### config.mk
export PLATFORM = sky130hd
export DESIGN_NAME = fetch_controller
export DESIGN_NICKNAME = d
export VERILOG_FILES = /design/src/rtl/fetch_pkg.sv /design/src/rtl/fetch_pc_next.sv /design/src/rtl/fetch_controller.sv
export SDC_FILE = /design/constraint.sdc
export NUM_CORES = 1
export LEC_CHECK = 0
export CAP_MARGIN = 20
export CORE_MARGIN = 2
export CORE_UTILIZATION = 44
export CTS_BUF_LIST = sky130_fd_sc_hd__clkbuf_4 sky130_fd_sc_hd__clkbuf_8
export CTS_CLUSTER_SIZE = 25
export DETAILED_ROUTE_END_ITERATION = 8
export PLACE_DENSITY = 0.82
export REMOVE_ABC_BUFFERS = 1
export SLEW_MARGIN = 10
export SYNTH_ARGS = -nofsm -noshare
export SYNTH_HDL_FRONTEND = slang
export SYNTH_SLANG_ARGS = --single-unit
export TNS_END_PERCENT = 10
### constraint.sdc
create_clock -name clk -period 2.4 [get_ports clk]
set_input_delay 0.36 -clock clk [delete_from_list [all_inputs] [get_ports clk]]
set_output_delay 0.36 -clock clk [all_outputs]
set_load 0.01 [all_outputs]
### src/rtl/fetch_pkg.sv
// Shared types and constants for the instruction fetch controller.
package fetch_pkg;

  typedef enum logic [2:0] {
    IDLE,
    REQ,
    WAIT,
    HOLD,
    DRAIN
  } fetch_state_e;

  localparam int unsigned INSTR_BYTES   = 4;
  localparam logic [31:0] PC_ALIGN_MASK = 32'hFFFF_FFFC;

endpackage

### src/rtl/fetch_pc_next.sv
// Combinational next-PC selection: hold, sequential increment or aligned redirect target.
module fetch_pc_next
  import fetch_pkg::*;
(
  input  logic [31:0] pc,
  input  logic [31:0] redirect_target,
  input  logic        sel_inc,
  input  logic        sel_redirect,
  output logic [31:0] pc_next
);

  always_comb begin
    pc_next = pc;
    if (sel_redirect) begin
      pc_next = redirect_target & PC_ALIGN_MASK;
    end else if (sel_inc) begin
      pc_next = pc + INSTR_BYTES;
    end
  end

endmodule

### src/rtl/fetch_controller.sv
// Fetch-stage sequencer: owns the PC, keeps one imem request outstanding at a time and
// hands fetched instructions to decode, flushing wrong-path fetches on redirect.
module fetch_controller
  import fetch_pkg::*;
#(
  parameter logic [31:0] RESET_PC = 32'h0000_0000
) (
  input  logic        clk,
  input  logic        rst,
  input  logic        redirect_valid,
  input  logic [31:0] redirect_target,
  output logic        imem_req,
  output logic [31:0] imem_addr,
  input  logic        imem_gnt,
  input  logic        imem_rvalid,
  input  logic [31:0] imem_rdata,
  output logic        if_valid,
  output logic [31:0] if_pc,
  output logic [31:0] if_instr,
  input  logic        if_ready,
  output logic        fetch_misaligned
);

  fetch_state_e state_q, state_d;
  logic [31:0]  pc_q, pc_next;
  logic [31:0]  if_pc_q, if_instr_q;
  logic         misaligned_q;
  logic         sel_inc, sel_redirect, capture;

  fetch_pc_next u_pc_next (
    .pc              (pc_q),
    .redirect_target (redirect_target),
    .sel_inc         (sel_inc),
    .sel_redirect    (sel_redirect),
    .pc_next         (pc_next)
  );

  always_comb begin
    state_d      = state_q;
    sel_inc      = 1'b0;
    sel_redirect = 1'b0;
    capture      = 1'b0;
    imem_req     = 1'b0;
    if_valid     = 1'b0;
    unique case (state_q)
      IDLE: begin
        sel_redirect = redirect_valid;
        state_d      = REQ;
      end
      REQ: begin
        imem_req     = 1'b1;
        sel_redirect = redirect_valid;
        if (imem_gnt) state_d = redirect_valid ? DRAIN : WAIT;
      end
      WAIT: begin
        sel_redirect = redirect_valid;
        if (imem_rvalid) begin
          // A response racing a redirect belongs to the wrong path and is dropped.
          capture = ~redirect_valid;
          sel_inc = ~redirect_valid;
          state_d = redirect_valid ? REQ : HOLD;
        end else if (redirect_valid) begin
          state_d = DRAIN;
        end
      end
      HOLD: begin
        // Redirect masks the handoff in the same cycle so decode never sees a flushed instr.
        if_valid     = ~redirect_valid;
        sel_redirect = redirect_valid;
        if (redirect_valid || if_ready) state_d = REQ;
      end
      DRAIN: begin
        sel_redirect = redirect_valid;
        if (imem_rvalid) state_d = REQ;
      end
      default: state_d = IDLE;
    endcase
  end

  always_ff @(posedge clk) begin
    if (rst) begin
      state_q      <= IDLE;
      pc_q         <= RESET_PC;
      if_pc_q      <= 32'h0;
      if_instr_q   <= 32'h0;
      misaligned_q <= 1'b0;
    end else begin
      state_q      <= state_d;
      pc_q         <= pc_next;
      misaligned_q <= redirect_valid & (|redirect_target[1:0]);
      if (capture) begin
        if_pc_q    <= pc_q;
        if_instr_q <= imem_rdata;
      end
    end
  end

  assign imem_addr        = pc_q;
  assign if_pc            = if_pc_q;
  assign if_instr         = if_instr_q;
  assign fetch_misaligned = misaligned_q;

endmodule
==> reports/metrics.yaml <==
status: "complete, no violations"
hold_viol_final: 0
clk_pin_slew_ns: 0.09
maxCapViolCount: 0
min_path_cells: 2
final_core_util_pct: 66.99
path_buf_inv: 1
tightest_slew_ns: 0.5045
drv_slew: 0
syn_area_sq_um: 4080
setup_viol: 0
gp_congestion: 0.7940
cts_buffer_depth: 2
postSynthAreaPerCell_sq_um: 7.954
first_global_vias: 3938
fp.dieW_microns: 100.3
crit_type: "flip-flop to output pin"
ios: 169
synth_edf_count: 0
leakagePower_nw: 2.079
power.density_nw_per_um2: 534.9
path_delay_family: "buffers and inverters"
worst_slack_ns: 0.2358
first_iter_violations: 155
clock_latency_ns: 0.36
yosysTopAreaCellShare_pct: 47.10
root_buffer: "clkbuf_8"
postCtsHoldBufs: 0
period_needed_ns: 2.164
dieArea_sq_um: 10060
start_kind: "flip-flop"
min_to: "state_q[0]"
synthMostInstantiatedCell: "nand2_1"
layoutNonFillerInstCount: 791
ctsResizeCount: 0
yosys_most_used_dff: "dfxtp_1"
synth-seq-cells: 96
syn_to_final_growth_pct: 49.56
critPathSlowestCell: "clkdlybuf4s50_1"
antenna_found_initial: 0
crit_chain: "nor3b_4, and2_1, clkdlybuf4s50_1"
numClockSinks: 96
reg2regPathDepth: 7
synthCells: 513
hpwl_microns: 8385
fin_crit_sh_pct: 90.18
cts-buffers-inserted: 9
dr.pass1.iters: 4
cts_setup_buffers: 0
start_util_pct: 44.79
die_h_microns: 100.3
synth_top_area_cell: "dfxtp_1"
final_net_count: 746
grt_pass1_wl_microns: 18700
rows: 35
final_antenna_net_count: 0
synthTopCellsByCount: "148 x nand2_1, 96 x dfxtp_1, 71 x a21oi_1"
core_area_sq_um: 9109
cts_tree: "yes"
cp_slowest_stage_delay_ns: 0.53
final_layout_size_suffix_gt1_share_pct: 7.206
reg2reg_from: "imem_addr[2]"
rsz0062_at_grt: "no"
min_from: "rst"
insertedDiodeCount: 0
htree_levels: 3
timing.fmax_mhz: 462.1
drc: 0
cp_max_fo: 8
synthTopCellsByArea: "dfxtp_1 47%, nand2_1 14%, a21oi_1 8.7%"
via_per_inst: 5.277
worstHoldPathType: "primary input to flip-flop"
clock_skew_ns: 0.009215
synth-seq-area-share_pct: 47.10
rrSetupSlack_ns: 0.33
vdd_drop_max_v: 0.0002905
ys.warnings.count: 0
cp-end-kind: "output pin"
drt_wl_total_microns: 11650
placedCellCount: 775
grt-ovfl-total: 0
rr_endpoint: "imem_addr[18]"
cp.required_ns: 2.04
pre_cts_ws_ns: 0.1803
crit_arrival_ns: 1.80
async_flop_share_pct: 0
dr_total_vias: 4174
grt_max_degree: 48
slew_headroom_pct: 66.36
ys_types: 50
grt.total_usage_pct: 22.93
wire_per_inst_microns: 14.73
numPortBuffers: 164
flip-flops by register name, summed over array words and instances, names as in the netlist:
name              count
if_pc                30
imem_addr            30
state_q               3
fetch_misaligned      1
if_instr             32
where the power goes:
part / switching, W / total [W] / internal [W]
combinational: 0.000166 / 0.000400 / 0.000234
clock: 0.000568 / 0.00117 / 0.000604
sequential: 0.0000564 / 0.00169 / 0.00163
how the worst max path moves through the flow:
stage                        start            end  slack, ns  depth (start not counted)
finish                  state_q[1]       if_valid       0.24                          3
global route            state_q[1]       if_valid       0.07                          3
CTS                     state_q[1]       if_valid       0.20                          3
detailed placement  redirect_valid   if_instr[31]       0.18                          7
global placement    redirect_valid  imem_addr[14]       0.20                          6
floorplan               state_q[1]  imem_addr[26]      -1.26                          5
logic make-up after synthesis:
family	synth area share, %
AOI/OAI and AO/OA	15.42
xor gates and xnor gates	3.220
adders and majority gates	0.3066
buffers and inverters	4.569
DFF	47.10
muxes	1.012
other	0.09191
and+or+nand+nor	28.27
cells in the final DEF (no fill, tap or decap), types with 5 or more instances in the layout:
cell	synthesis	layout
nor2_1	25	25
nand3_1	9	9
and3_1	6	6
clkbuf_8	0	9
a211oi_1	15	15
nand4_1	16	16
o21ai_0	9	9
nor3_1	5	5
nand2_1	148	148
xor2_1	9	9
clkdlybuf4s50_1	0	163
a21oi_1	71	71
xnor2_1	6	6
inv_1	5	5
buf_4	4	21
dfxtp_1	96	96
stage by stage:
step	hold slack [ns]	area, sq um	power, W	setup TNS [ns]
floorplan	0.4291	3924	0.001843	-65.35
global placement	0.4409	5878	0.002114	0
detailed placement	0.4457	5878	0.002126	0
CTS	0.4361	6102	0.003293	0
global route	0.4691	6102	0.003404	0
finish	0.4562	6102	0.003264	0
per-layer routing:
| layer | track usage [%] | share of wire, % | vias to the layer above |
|---|---|---|---|
| met3 | 5.153 | 6.8 | 9 |
| li1 | - | - | 2078 |
| met5 | 0 | 0 | - |
| met4 | 7.165 | 0.77 | 0 |
| met2 | 39.75 | 50 | 151 |
| met1 | 28.33 | 42 | 1936 |
final cells by class:
| class | instances | area [sq um] |
|---|---|---|
| fillers | 772 | 3007 |
| flip-flops and latches | 96 | 1922 |
| well taps | 111 | 138.9 |
| repair buffers | 185 | 1809 |
| clock buffers | 10 | 131.4 |
| multi-input cells | 378 | 1989 |
| clock inverters | 6 | 92.59 |
| inverters | 5 | 18.77 |
Note: power is estimated with default switching activity, not from simulation.
